--- src/rtl/mem_req_scheduler.sv ---
// Three-way line-transaction scheduler: dcache, icache and next-line prefetcher
// share one cacheline adapter port, with fixed priority and an icache starvation guard.
module mem_req_scheduler #(
  parameter int STARVE_LIMIT = 4
) (
  input  logic         clk,
  input  logic         rst,
  input  logic         icache_read,
  input  logic [31:0]  icache_address,
  output logic         icache_resp,
  output logic [255:0] icache_rdata,
  input  logic         dcache_read,
  input  logic         dcache_write,
  input  logic [31:0]  dcache_address,
  input  logic [255:0] dcache_wdata,
  output logic         dcache_resp,
  output logic [255:0] dcache_rdata,
  input  logic         pf_read,
  input  logic [31:0]  pf_address,
  output logic         pf_resp,
  output logic [255:0] pf_rdata,
  output logic         adapter_read,
  output logic         adapter_write,
  output logic [31:0]  adapter_address,
  output logic [255:0] adapter_wdata,
  input  logic         adapter_resp,
  input  logic [255:0] adapter_rdata
);

  // state  | meaning
  // IDLE   | no transaction; grant decided here
  // BUSY_I | icache line read in flight
  // BUSY_D | dcache line read or writeback in flight
  // BUSY_P | prefetch line read in flight
  // TURN   | one quiet cycle so the served requester can drop its request

  localparam int CW = $clog2(STARVE_LIMIT + 1);

  typedef enum logic [2:0] {IDLE, BUSY_I, BUSY_D, BUSY_P, TURN} state_t;

  state_t         state, state_nxt;
  logic [CW-1:0]  starve_cnt, starve_cnt_nxt;
  logic           op_write, op_write_nxt;
  logic [31:0]    addr_q, addr_nxt;
  logic [255:0]   wdata_q, wdata_nxt;
  logic           dcache_req;
  logic           starved;

  assign dcache_req = dcache_read | dcache_write;
  assign starved    = (starve_cnt == CW'(STARVE_LIMIT));

  always_comb begin
    state_nxt      = state;
    starve_cnt_nxt = starve_cnt;
    op_write_nxt   = op_write;
    addr_nxt       = addr_q;
    wdata_nxt      = wdata_q;
    case (state)
      IDLE: begin
        if (dcache_req && !(starved && icache_read)) begin
          state_nxt    = BUSY_D;
          addr_nxt     = dcache_address;
          wdata_nxt    = dcache_wdata;
          op_write_nxt = dcache_write;
          if (icache_read && !starved) starve_cnt_nxt = starve_cnt + 1'b1;
        end else if (icache_read) begin
          state_nxt      = BUSY_I;
          addr_nxt       = icache_address;
          op_write_nxt   = 1'b0;
          starve_cnt_nxt = '0;
        end else if (pf_read) begin
          state_nxt    = BUSY_P;
          addr_nxt     = pf_address;
          op_write_nxt = 1'b0;
        end
      end
      BUSY_I, BUSY_D, BUSY_P: begin
        if (adapter_resp) state_nxt = TURN;
      end
      TURN:    state_nxt = IDLE;
      default: state_nxt = IDLE;
    endcase
  end

  always_ff @(posedge clk) begin
    if (rst) begin
      state      <= IDLE;
      starve_cnt <= '0;
      op_write   <= 1'b0;
      addr_q     <= '0;
      wdata_q    <= '0;
    end else begin
      state      <= state_nxt;
      starve_cnt <= starve_cnt_nxt;
      op_write   <= op_write_nxt;
      addr_q     <= addr_nxt;
      wdata_q    <= wdata_nxt;
    end
  end

  // Command is a pure decode of the registered state, so reset drops it on the next edge.
  assign adapter_read    = (state == BUSY_I) || (state == BUSY_P) ||
                           ((state == BUSY_D) && !op_write);
  assign adapter_write   = (state == BUSY_D) && op_write;
  assign adapter_address = addr_q;
  assign adapter_wdata   = wdata_q;

  assign icache_resp = (state == BUSY_I) && adapter_resp;
  assign dcache_resp = (state == BUSY_D) && adapter_resp;
  assign pf_resp     = (state == BUSY_P) && adapter_resp;

  assign icache_rdata = adapter_rdata;
  assign dcache_rdata = adapter_rdata;
  assign pf_rdata     = adapter_rdata;

endmodule

--- config.mk ---
export PLATFORM = sky130hd
export DESIGN_NAME = mem_req_scheduler
export DESIGN_NICKNAME = d
export VERILOG_FILES = /design/src/rtl/mem_req_scheduler.sv
export SDC_FILE = /design/constraint.sdc
export NUM_CORES = 1
export LEC_CHECK = 0
export ABC_AREA = 1
export CAP_MARGIN = 5
export CORE_AREA = 3 3 644 646
export DETAILED_ROUTE_END_ITERATION = 8
export DIE_AREA = 0 0 647 649
export MAX_ROUTING_LAYER = met4
export REMOVE_ABC_BUFFERS = 1
export SYNTH_ARGS = -nofsm -noshare
export SYNTH_HDL_FRONTEND = slang
export SYNTH_SLANG_ARGS = --single-unit
--- constraint.sdc ---
create_clock -name clk -period 3.05 [get_ports clk]
set_input_delay 0.305 -clock clk [delete_from_list [all_inputs] [get_ports clk]]
set_output_delay 0.305 -clock clk [all_outputs]
set_load 0.02 [all_outputs]
# [Yosys cells after proc, flatten, opt, wreduce, memory -nomap -nowiden]
# Index checks and enable logic that the tools add are counted.
[op_classes] addsub=1 n_eq_ne=7 mux=14 bitwise_logic=1 reduce_logical=21
[ops] cell="$mux W32" count=3
[ops] cell="$mux W3" count=7
[ops] cell="$logic_and A1 B1 Y1" count=8
[ops] cell="$eq A3 B2 Y1 const B" count=2
[ops] cell="$pmux W3 S2" count=1
[ops] cell="$reduce_and A2 Y1" count=3
[ops] cell="$ne A4 B4 Y1 const B" count=1
[ops] cell="$add A3 B1 Y3 const B" count=1
[ops] cell="$eq A3 B1 Y1 const B" count=1
[ops] cell="$eq A3 B3 Y1 const B" count=1
[ops] cell="$logic_not A1 Y1" count=3
[ops] cell="$logic_not A3 Y1" count=1
[ops] cell="$mux W1" count=3
[ops] cell="$reduce_and A3 Y1" count=1
[ops] cell="$reduce_bool A3 Y1" count=1
[ops] cell="$reduce_or A3 Y1" count=1
[ops] cell="$logic_or A1 B1 Y1" count=2
[ops] cell="$ne A2 B1 Y1 const B" count=1
[ops] cell="$ne A2 B2 Y1 const B" count=1
[ops] cell="$reduce_bool A2 Y1" count=1
[ops] cell="$or A1 B1 Y1" count=1
[word_totals] ff_bits=295 inputBits=615 out_inout_bits=1061 word_cells=49

# [Depth between registers and ports, before layout]
[logic_depth] depth_word=6 mapped_depth=10 mapped_depth_nobuf=9

# [Worst setup path before layout]
# OpenSTA, ideal clock, no wires.
[synth_path] path_type="reg-to-reg" from="reg starve_cnt[0]" to="reg wdata_q[87] (netlist: adapter_wdata[87])" setup_ns=0.116 arrival_ns=1.365 t_required_ns=2.934 path_slack_ns=1.569 path_stages_with_launch=11 n_path_buf=2 period_less_slack_ns=1.481 cell_sequence="dfxtp_1 > inv_1 > ha_1 > nand3_4 > nand2_4 > nor2_8 > inv_4 > buf_8 > buf_6 > nor2_1 > nor2_1"
[synth_via] elab_chain_len=5
[synth_lines] element="start, declared" line="42" rtl="logic [CW-1:0] starve_cnt, starve_cnt_nxt;"
[synth_lines] element="start signal, assigned" line="94" rtl="starve_cnt <= starve_cnt_nxt;"
[synth_lines] element="$eq A3 B3 Y1" line="50" rtl="assign starved = (starve_cnt == CW'(STARVE_LIMIT));"
[synth_lines] element="$logic_and A1 B1 Y1" line="60" rtl="if (dcache_req && !(starved && icache_read)) begin"
[synth_lines] element="$logic_not A1 Y1" line="60"
[synth_lines] element="$logic_and A1 B1 Y1" line="60"
[synth_lines] element="$reduce_and A2 Y1 (no source line)"
[synth_lines] element="end signal, assigned" line="97" rtl="wdata_q <= wdata_nxt;"
[synth_lines] element="end, declared" line="45" rtl="logic [255:0] wdata_q, wdata_nxt;"
# Every way passes these cells.
# A chain may end at the register's enable or synchronous reset.

# [Final worst setup path]
[layout_path] from="reg starve_cnt[0]" to="reg wdata_q[20] (netlist: adapter_wdata[20])"
# The elaborated chain is that of the path after synthesis.

==> results.md <==
* Yosys Warn Count at 0
* GRT overflow at 0
* Multiplexer share of the synthesized area at 0
* Yosys reg bits at 295
* Startpoint Class: register
* Min Clock Period, post-route at 2.41 ns
* Power per standard cell area at 684 nW/um2
* Clock slew at reported path FFs at 0.06 ns
* Post-CTS Setup Bufs at 0
* Num CTS Buffers at 42
* Compound-Gate Fraction of Synth Area at 0.0868
* # IOs at 1676
* Adder-Cell Fraction of Synth Area at 0.00147
* VDD IR-drop max at 0.401 mV
* Clock root buffer: clkbuf_16
* LEAKAGE at 0.00816 uW
* Total die area at 420000 um2
* Status: finished, final reports clean
* Overall power at 17700 uW
* DR vias/cell at 2.29
* Synthesis-to-finish area growth at 52.0%
* DR iter-0 viols at 1696
* Synthesized area at 17100 um2
* Die span in x at 647 um
* Largest family of logic cells by synthesized area: buffers and inverters
* Slew Limit Fails at 0
* CTS Sinks at 295
* Worst endpoint required time at 3.61 ns
* Worst-Skew Late Latency at 0.66 ns
* Worst Tran Pin Value at 0.792 ns
* Core region area at 410000 um2
* Initial antenna violation count at 183
* Fin. Hold Viols at 0
* Tcrit/Tclk final at 0.792
* Worst Path Arrival at 2.98 ns
* Post-CTS sizing at 0
* Synth unique cells at 25
* Fmax at 414 MHz
* Initial Utilization at 0.0417
* Port-buffer cells at 651
* Longest Clk Path Bufs at 3
* Worst setup EP type: register
* First-pass GRT wire length at 521000 um
* Crit path kind: register to register
* Fillers at 48.2k
* Max Cap Viol at 0
* Hold Path Class: primary input to register
* DRC violations left at 0
* CTS tree: yes
* Area taken by multi-input logic gates at 4590 um2
* Routability Congestion at 0.881
* Final WS setup at 0.636 ns
* Relative slew slack at 0.470
* DRT Wirelength at 488000 um
* Simple-Gate Fraction of Synth Area at 0.180
* Skew final at 0.0503 ns
* CP Max Fanout at 65
* All-Layer GR Usage at 0.231
* Antenna Nets Post-Route at 0
* Vias in the first global route at 14.0k
* First-pass DRT Iterations at 7
* H-tree depth at 2
* Share of post-route cells with drive strength above 1 at 0.0538
* DR vias at 17.7k
* Syn Inst Count at 2292
* Placement Setup Slack at 0.458 ns
* Final setup viols at 0
* Register area at 5910 um2
* Post-Synth XOR/XNOR Area at 0.000513
* Avg WL per Cell at 63.1 um
* Sequential share of the synthesized area at 0.346
* RSZ-0062 raised after global routing: false
* Die Y at 649 um
* CTS hold repair buffers at 0
* Syn_area_per_cell at 7.45 um2
* Largest net degree at the start of global routing at 113
* Nets at 2759
* Rows at 235
* Post-detail-place hpwl at 428000 um
cells by family (layout without fill, tap and decap cells):
| kind of cell | count (synthesis) | count (layout) |
|---|---|---|
| XOR/XNOR | 1 | 1 |
| adder cells (fa/ha/maj) | 2 | 2 |
| AO/OA/AOI/OAI | 296 | 296 |
| other | 0 | 99 |
| AND/OR/NAND/NOR | 805 | 805 |
| flip-flops | 295 | 295 |
| buffers and inverters | 893 | 776 |
per-stage QoR:
| step | instances | hold WS [ns] | utilization | instance area [um2] | TNS, ns |
|---|---|---|---|---|---|
| final | 7725 | 0.103 | 0.0633 | 25900 | 0 |
| after global routing | 7718 | 0.105 | 0.0633 | 25900 | 0 |
| after CTS | 7626 | 0.0355 | 0.0627 | 25700 | 0 |
| after detailed placement | 7549 | 0.474 | 0.0592 | 24200 | 0 |
| after global placement | 7549 | 0.471 | 0.0592 | 24200 | 0 |
| after floorplan | 1417 | 0.374 | - | 10600 | -277.74 |
flip-flops by register name, indices dropped and copies added (netlist names):
name / flops
starve_cnt: 3
op_write: 1
adapter_wdata: 256
state: 3
adapter_address: 32
synthesized netlist by cell type, drive strengths merged:
cell type,n,share of area
inv,18,0.0041
nand2,207,0.046
a21oi,5,0.0015
nand3,5,0.0022
dfxtp,295,0.35
o21ai,291,0.085
nor2,590,0.13
xor2,1,0.00051
nor3,2,0.00059
ha,2,0.0015
buf,838,0.37
nor4,1,0.00037
clkbuf,37,0.0082
area by class of cell:
| cell class | count | area share |
|---|---|---|
| diodes | 99 | 0.00955 |
| well taps | 5451 | 0.263 |
| clock buffers | 53 | 0.0448 |
| repair buffers | 681 | 0.263 |
| multi-input cells | 1104 | 0.177 |
| flip-flops and latches | 295 | 0.228 |
| inverters | 18 | 0.00338 |
| clock inverters | 24 | 0.0111 |
worst max-delay path, stage by stage (launching register included):
cell and delay (ns):
dfxtp_1 0.36, inv_1 0.07, ha_1 0.23, nand3_4 0.10, nand2_4 0.20, nor2_8 0.33
buf_12 0.32, buf_4 0.38, o21ai_0 0.15, nor2_1 0.11
layer usage:
layer | GRT usage | vias to the layer above | part of all wire
li1 | - | 6219 | -
met1 | 0.132 | 7656 | 0.21
met2 | 0.356 | 3479 | 0.45
met3 | 0.275 | 369 | 0.26
met4 | 0.154 | 0 | 0.084
met5 | - | - | 0
cells in the final DEF (no fill, tap or decap), drive strengths merged:
master and instances:
a21oi 5, nor2 590, nand2 207, dfxtp 295, ha 2, clkinvlp 5
nor4 1, xor2 1, clkdlybuf4s50 648, nor3 2, inv 20, clkinv 13
nand3 5, clkbuf 53, diode 99, o21ai 291, bufinv 4, buf 33
power breakdown:
group	switching (uW)	internal (uW)	leakage, uW
clock network	2210	3060	0.000702
logic	4800	2460	0.00500
registers	468	4740	0.00245
path summary, 6_finish.rpt:
| check | from | to | slack [ns] | cells past startpoint |
|---|---|---|---|---|
| max | starve_cnt[0]$_SDFFE_PP0P_ | adapter_wdata[20]$_SDFFE_PP0P_ | 0.64 | 9 |
| min | icache_read | state[1]$_SDFFE_PP0P_ | 0.10 | 6 |
| max reg2reg | starve_cnt[0]$_SDFFE_PP0P_ | adapter_wdata[20]$_SDFFE_PP0P_ | 0.64 | 9 |
| min reg2reg | op_write$_SDFFE_PP0P_ | op_write$_SDFFE_PP0P_ | 0.48 | 2 |
No activity file was read; power rests on OpenSTA's default activity.
